--- src/rtl/mips_imem_loader.sv ---
// Instruction-memory loader: accepts 32-bit words on a valid/ready stream and writes
// each one as four little-endian byte writes, holding the CPU while a load is in progress.
module mips_imem_loader #(
  parameter int MEM_BYTES = 128,
  parameter int BASE_ADDR = 0
) (
  input  logic        CLK,
  input  logic        RST,
  input  logic        START,
  input  logic [31:0] WORD_IN,
  input  logic        WORD_LAST,
  input  logic        WORD_VALID,
  output logic        WORD_READY,
  output logic        MEM_WE,
  output logic [31:0] MEM_WADDR,
  output logic [7:0]  MEM_WDATA,
  output logic        CPU_HOLD,
  output logic        DONE,
  output logic        OVERFLOW,
  output logic [31:0] BYTES_WRITTEN
);

  localparam logic [31:0] MEM_BYTES_W = 32'(MEM_BYTES);
  localparam logic [31:0] BASE_ADDR_W = 32'(BASE_ADDR);

  typedef enum logic [2:0] {
    IDLE,
    WAIT_WORD,
    WRITE,
    DONE_S,
    ERROR_S
  } state_t;

  state_t      state_q, state_d;
  logic [31:0] ptr_q, ptr_d;
  logic [1:0]  idx_q, idx_d;
  logic [31:0] word_q, word_d;
  logic        last_q, last_d;
  logic [31:0] bytes_q, bytes_d;

  always_ff @(posedge CLK) begin
    if (RST) begin
      state_q <= IDLE;
      ptr_q   <= '0;
      idx_q   <= '0;
      word_q  <= '0;
      last_q  <= 1'b0;
      bytes_q <= '0;
    end else begin
      state_q <= state_d;
      ptr_q   <= ptr_d;
      idx_q   <= idx_d;
      word_q  <= word_d;
      last_q  <= last_d;
      bytes_q <= bytes_d;
    end
  end

  always_comb begin
    state_d = state_q;
    ptr_d   = ptr_q;
    idx_d   = idx_q;
    word_d  = word_q;
    last_d  = last_q;
    bytes_d = bytes_q;
    case (state_q)
      IDLE, DONE_S, ERROR_S: begin
        if (START) begin
          state_d = WAIT_WORD;
          ptr_d   = '0;
          bytes_d = '0;
        end
      end
      WAIT_WORD: begin
        if (WORD_VALID) begin
          word_d  = WORD_IN;
          last_d  = WORD_LAST;
          idx_d   = '0;
          state_d = WRITE;
        end
      end
      WRITE: begin
        ptr_d   = ptr_q + 32'd1;
        bytes_d = bytes_q + 32'd1;
        idx_d   = idx_q + 2'd1;
        // LAST wins over a full memory: a program that exactly fills it is a clean load.
        if (idx_q == 2'd3) begin
          if (last_q) begin
            state_d = DONE_S;
          end else if (ptr_d == MEM_BYTES_W) begin
            state_d = ERROR_S;
          end else begin
            state_d = WAIT_WORD;
          end
        end
      end
      default: state_d = IDLE;
    endcase
  end

  assign WORD_READY    = (state_q == WAIT_WORD);
  assign MEM_WE        = (state_q == WRITE);
  assign MEM_WADDR     = BASE_ADDR_W + ptr_q;
  assign MEM_WDATA     = MEM_WE ? 8'(word_q >> {idx_q, 3'b000}) : 8'h00;
  assign CPU_HOLD      = (state_q == WAIT_WORD) || (state_q == WRITE);
  assign DONE          = (state_q == DONE_S);
  assign OVERFLOW      = (state_q == ERROR_S);
  assign BYTES_WRITTEN = bytes_q;

endmodule

--- config.mk ---
export PLATFORM = sky130hd
export DESIGN_NAME = mips_imem_loader
export DESIGN_NICKNAME = d
export VERILOG_FILES = /design/src/rtl/mips_imem_loader.sv
export SDC_FILE = /design/constraint.sdc
export NUM_CORES = 1
export LEC_CHECK = 0
export ABC_AREA = 1
export BUFFER_PORTS_ARGS = -buffer_cell sky130_fd_sc_hd__buf_4
export CAP_MARGIN = 20
export CORE_UTILIZATION = 59
export CTS_CLUSTER_SIZE = 25
export DETAILED_ROUTE_END_ITERATION = 10
export GPL_TIMING_DRIVEN = 0
export PLACE_DENSITY = 0.85
export SKIP_LAST_GASP = 1
export SYNTH_ARGS = -nofsm -noshare
export SYNTH_HDL_FRONTEND = slang
export SYNTH_SLANG_ARGS = --single-unit
--- constraint.sdc ---
create_clock -name CLK -period 4.75 [get_ports CLK]
set_input_delay 0.475 -clock CLK [delete_from_list [all_inputs] [get_ports CLK]]
set_output_delay 0.475 -clock CLK [all_outputs]
set_load 0.005 [all_outputs]
==> results <==
- Setup violations remaining at the end of the flow were counted as 0.
- The count of inserted antenna diode cells is 0.
- The share of power burned in combinational logic is between 20% and 30%.
- The routed design could run at a clock period as short as 2.758 ns.
- The standard-cell row count is 35.
- The area of the core region is 0.009240 sq mm.
- Setup repair after global routing left no endpoint under its margin.
- The via count is between 6,000 and 7,000.
- For this run, design rule violations remaining after detail routing come to 0.
- TritonCTS built the clock tree.
- The power density over the cells is 332.9 mW/mm^2.
- Averaged over all synthesized cells, the footprint is between 6 and 7 sq um.
- Max-cap violations in this run came to 0.
- The analysis attributes to net switching a power of 822.6 uW.
- The proportion of layout cells with a drive suffix above 1 is 15.58%.
- The overall power of the completed layout is 2.282 mW.
- The fraction of post-synthesis cell area in the top cell type by area is 36.28%.
- Traced cell by cell, the critical path runs through nor3_4, inv_1, clkbuf_1, buf_1, nand2_1, buf_4.
- The post-layout net count is around 1,100.
- Entering global routing, the biggest net connects 16 pins.
- The total overflow left after global routing is 0.
- The count of port buffers added during placement is ~110.
- The clock tree root driver cell is sky130_fd_sc_hd__clkbuf_8.
- The floorplan die height is about 100 um.
- Detailed placement ended at an HPWL of around 12,000 um.
- The H-tree was split into 3 levels.
- The first global-routing pass estimated approximately 26,000 um of wire.
- The internal portion of the total power is 1.459 mW.
- After detailed routing, the average wire length per cell comes to 13.84 um.
- The share of the Yosys chip area taken by registers is 36.28%.
- The final number of hold-violating endpoints came to 0.
- The number of sinks driven by the clock tree is 102.
- The number of global-route vias before repair is 5,520.
- The post-cts sizing count is 0.
- The worst hold margin is 0.3268 ns.
- In this run the static leakage power is 2.747 nW.
- The count of final max-slew check failures was 0.
- In this run the deepest clock path goes through 2 buffers.
- The cell with the largest stage delay on the worst path is sky130_fd_sc_hd__clkbuf_1.
- After detailed routing, the total wire length is 16,000 um.
- STA puts the critical path data arrival time at about 2.3 ns.
- Relative to the synthesized area, the layout overhead comes to 21.77%.
- The number of setup buffers added after CTS is 0.
- The I/O pin total is roughly 110.
- In this run, flip-flops and latches consume 43.3% of the power.
- The congestion estimate from routability-driven global placement came to around 0.94.
- The distinct cell type count after synthesis is 38.
- For this run, asynchronously set or reset flops after synthesis account for 0%.
- The full die area is slightly below 0.01 sq mm.
- After technology mapping, the gate count stands at 900.
- Sorting the synthesized cells by area gives the leading types as sky130_fd_sc_hd__dfxtp_1, sky130_fd_sc_hd__nand2_1, sky130_fd_sc_hd__nor2_1.
- The peak ir drop on the vdd network is 0.2949 mV.
- Dividing the detail-routed via count by the number of cells gives between 5 and 6.
- Once the floorplan was initialized, standard cells occupied 60.91% of the core.
- The remaining antenna violation count is 0.
- The run finished with clean final reports.
- In the layout the commonest cells are sky130_fd_sc_hd__nand2_1, sky130_fd_sc_hd__nor2_1, sky130_fd_sc_hd__buf_4.
- The critical path class is reg -> out.
- The final critical path takes up 58.06% of the cycle.
- The area of all sequential standard cells is between 0.002 and 0.0025 sq mm.
- The startpoint class of the critical path is a flip-flop.
- The horizontal die dimension is 99.67 um.
- The count of yosys warnings during synthesis is 0.
- For the pin with the worst max-slew slack, the measured transition is 0.6216 ns.
- The leading register cell type out of synthesis is sky130_fd_sc_hd__dfxtp_1.
- The most frequent standard cell in the layout excluding fill and tap cells is sky130_fd_sc_hd__nand2_1.
- Measured against its own limit, the worst slew margin works out to 58.56%.
- The largest incremental delay on the critical path is 0.49 ns.
- The count of fill cells added during filler insertion is 809.
- In the global route stage, overall resource usage came out at 32.72%.
- Summing all multi-input logic gate instances after layout gives 0.003174 sq mm.
- Counting both buffers and inverters, the worst setup path holds a total of 4.
- STA puts the critical path data required time at roughly 4.3 ns.
- The detailed router finished its first iteration with 440 violations.
- Across the routed clock network, the largest skew measured is between 0.008 and 0.009 ns.
- The cell area that synthesis handed to floorplanning was between 0.005 and 0.006 sq mm.
- Counting flops with a built-in enable in the synthesized netlist gives 0.
- Hold repair after CTS inserted 0 buffers.
- The synthesized net count is 940.
- At the later pin of the worst-skew pair, clock insertion delay measures ~0.36 ns.
- The clock group share of total power is 27.0%.
- The number of register bits inferred by synthesis is 102.
- In this run, CTS created clock tree buffers numbering 9.
- The worst hold path belongs to the class in -> reg.
- STA classifies the critical path endpoint as a primary output.
- The biggest fanout along the worst timing path is 10.
- The fraction of power spent switching nets is 36.05%.
- The clock edge transition at the registers on the reported setup and hold paths is around 0.10 ns.
- For the final routed database, the setup TNS stands at 0 ns.
- Of all cell types, the one taking the most synthesized area is sky130_fd_sc_hd__dfxtp_1.
- The number of antenna violations at the first check in global routing was 0.
- Based on the critical path, the design can be clocked at up to 362.6 MHz.
- The detailed-routing iteration count for the pre-antenna-repair pass is 5.
- Grouping stages by cell kind, the critical path spends the most delay in buffers and inverters.
## cell type report
cell class,count,share of cell area [%]
multi-input cells,689,46.32
flip-flops and latches,102,29.80
repair buffers,112,12.27
inverters,75,4.108
well taps,129,2.355
clock buffers,12,2.264
plain buffers,34,1.899
clock inverters,3,0.9859
## sequential cells by signal, summed over array words and instances, names as in the netlist
name,flops
idx_q,2
state_q,3
ptr_q,32
last_q,1
BYTES_WRITTEN,32
word_q,32
## path summary, 6_finish.rpt
path	start	to	slack [ns]	depth (start not counted)
worst max-delay path	state_q[2]$_SDFFE_PP0P_	CPU_HOLD	1.99	6
worst min-delay path	WORD_IN[1]	word_q[1]$_SDFFE_PP0P_	0.33	3
worst max register to register	ptr_q[0]$_SDFFE_PP0P_	state_q[0]$_SDFFE_PP0P_	2.55	14
worst min register to register	BYTES_WRITTEN[14]$_SDFFE_PP0P_	BYTES_WRITTEN[14]$_SDFFE_PP0P_	0.49	1
## synth_stat cells (2+ instances only)
library cell	number
sky130_fd_sc_hd__a31oi_1	2
sky130_fd_sc_hd__nand4_1	9
sky130_fd_sc_hd__nand3b_1	15
sky130_fd_sc_hd__a211oi_1	8
sky130_fd_sc_hd__nor3_1	9
sky130_fd_sc_hd__nor2_2	11
sky130_fd_sc_hd__and2_1	2
sky130_fd_sc_hd__dfxtp_1	102
sky130_fd_sc_hd__o21ai_0	68
sky130_fd_sc_hd__o221ai_1	2
sky130_fd_sc_hd__nand3_2	2
sky130_fd_sc_hd__xnor2_1	2
sky130_fd_sc_hd__nand3_1	36
sky130_fd_sc_hd__nand2_2	5
sky130_fd_sc_hd__nor3_2	3
sky130_fd_sc_hd__inv_1	73
sky130_fd_sc_hd__nor3b_1	2
sky130_fd_sc_hd__ha_1	3
sky130_fd_sc_hd__a21oi_1	67
sky130_fd_sc_hd__nor4_1	4
sky130_fd_sc_hd__a221oi_1	3
sky130_fd_sc_hd__buf_2	2
sky130_fd_sc_hd__nor2_4	6
sky130_fd_sc_hd__o21ai_1	2
sky130_fd_sc_hd__clkbuf_1	29
sky130_fd_sc_hd__buf_1	3
sky130_fd_sc_hd__nand2_1	252
sky130_fd_sc_hd__nor2_1	168
## metrics by stage
| stage | util [%] | instances | area [sq um] | setup WS (ns) |
|---|---|---|---|---|
| global placement | 71.75 | 1141 | 6630 | 2.472 |
| detailed placement | 71.75 | 1141 | 6630 | 2.461 |
| floorplan | - | 900 | 5628 | 2.950 |
| CTS | 74.16 | 1156 | 6853 | 2.040 |
| global route | 74.16 | 1156 | 6853 | 1.904 |
| finish | 74.16 | 1156 | 6853 | 1.992 |
## worst register-to-register path, stage by stage (launching register included)
cell                      delay, ns
sky130_fd_sc_hd__dfxtp_1       0.46
sky130_fd_sc_hd__ha_1          0.24
sky130_fd_sc_hd__nand2_2       0.10
sky130_fd_sc_hd__nor2_4        0.22
sky130_fd_sc_hd__nand2_2       0.11
sky130_fd_sc_hd__nor2_4        0.18
sky130_fd_sc_hd__nand2_1       0.07
sky130_fd_sc_hd__nand2_1       0.05
sky130_fd_sc_hd__nand2_1       0.06
sky130_fd_sc_hd__nor2_1        0.14
sky130_fd_sc_hd__nand2_1       0.08
sky130_fd_sc_hd__nor2_2        0.14
sky130_fd_sc_hd__nand3_1       0.09
sky130_fd_sc_hd__nand2_1       0.08
sky130_fd_sc_hd__a21oi_1       0.06
## metal layers
metal	global-route usage, %	share of wire (%)	vias to the layer above
li1	-	-	3163
met1	42.69	43	2809
met2	55.17	48	287
met3	4.006	6.6	39
met4	12.78	2.3	0
met5	0	0	-
## cells by family (layout without fill, tap and decap cells)
family                     Yosys count  in the layout  share of synthesized area, %
and+or+nand+nor                    528            528                         40.64
AOI/OAI and AO/OA                  155            155                         14.63
buffers and inverters              109            236                         7.314
DFF                                102            102                         36.28
adders and majority gates            3              3                        0.6670
xor gates and xnor gates             3              3                        0.4670
## power groups by stage
stage          Combinational (mW)  Sequential, mW  Clock (mW)
2_1_floorplan               0.425           0.989           0
3_3_place_gp                0.651            1.00           0
3_5_place_dp                0.658            1.00           0
4_1_cts                     0.664           0.986       0.621
5_1_grt                     0.742           0.996       0.656
6_report                    0.676           0.989       0.617
No activity file was read; power rests on OpenSTA's default activity.
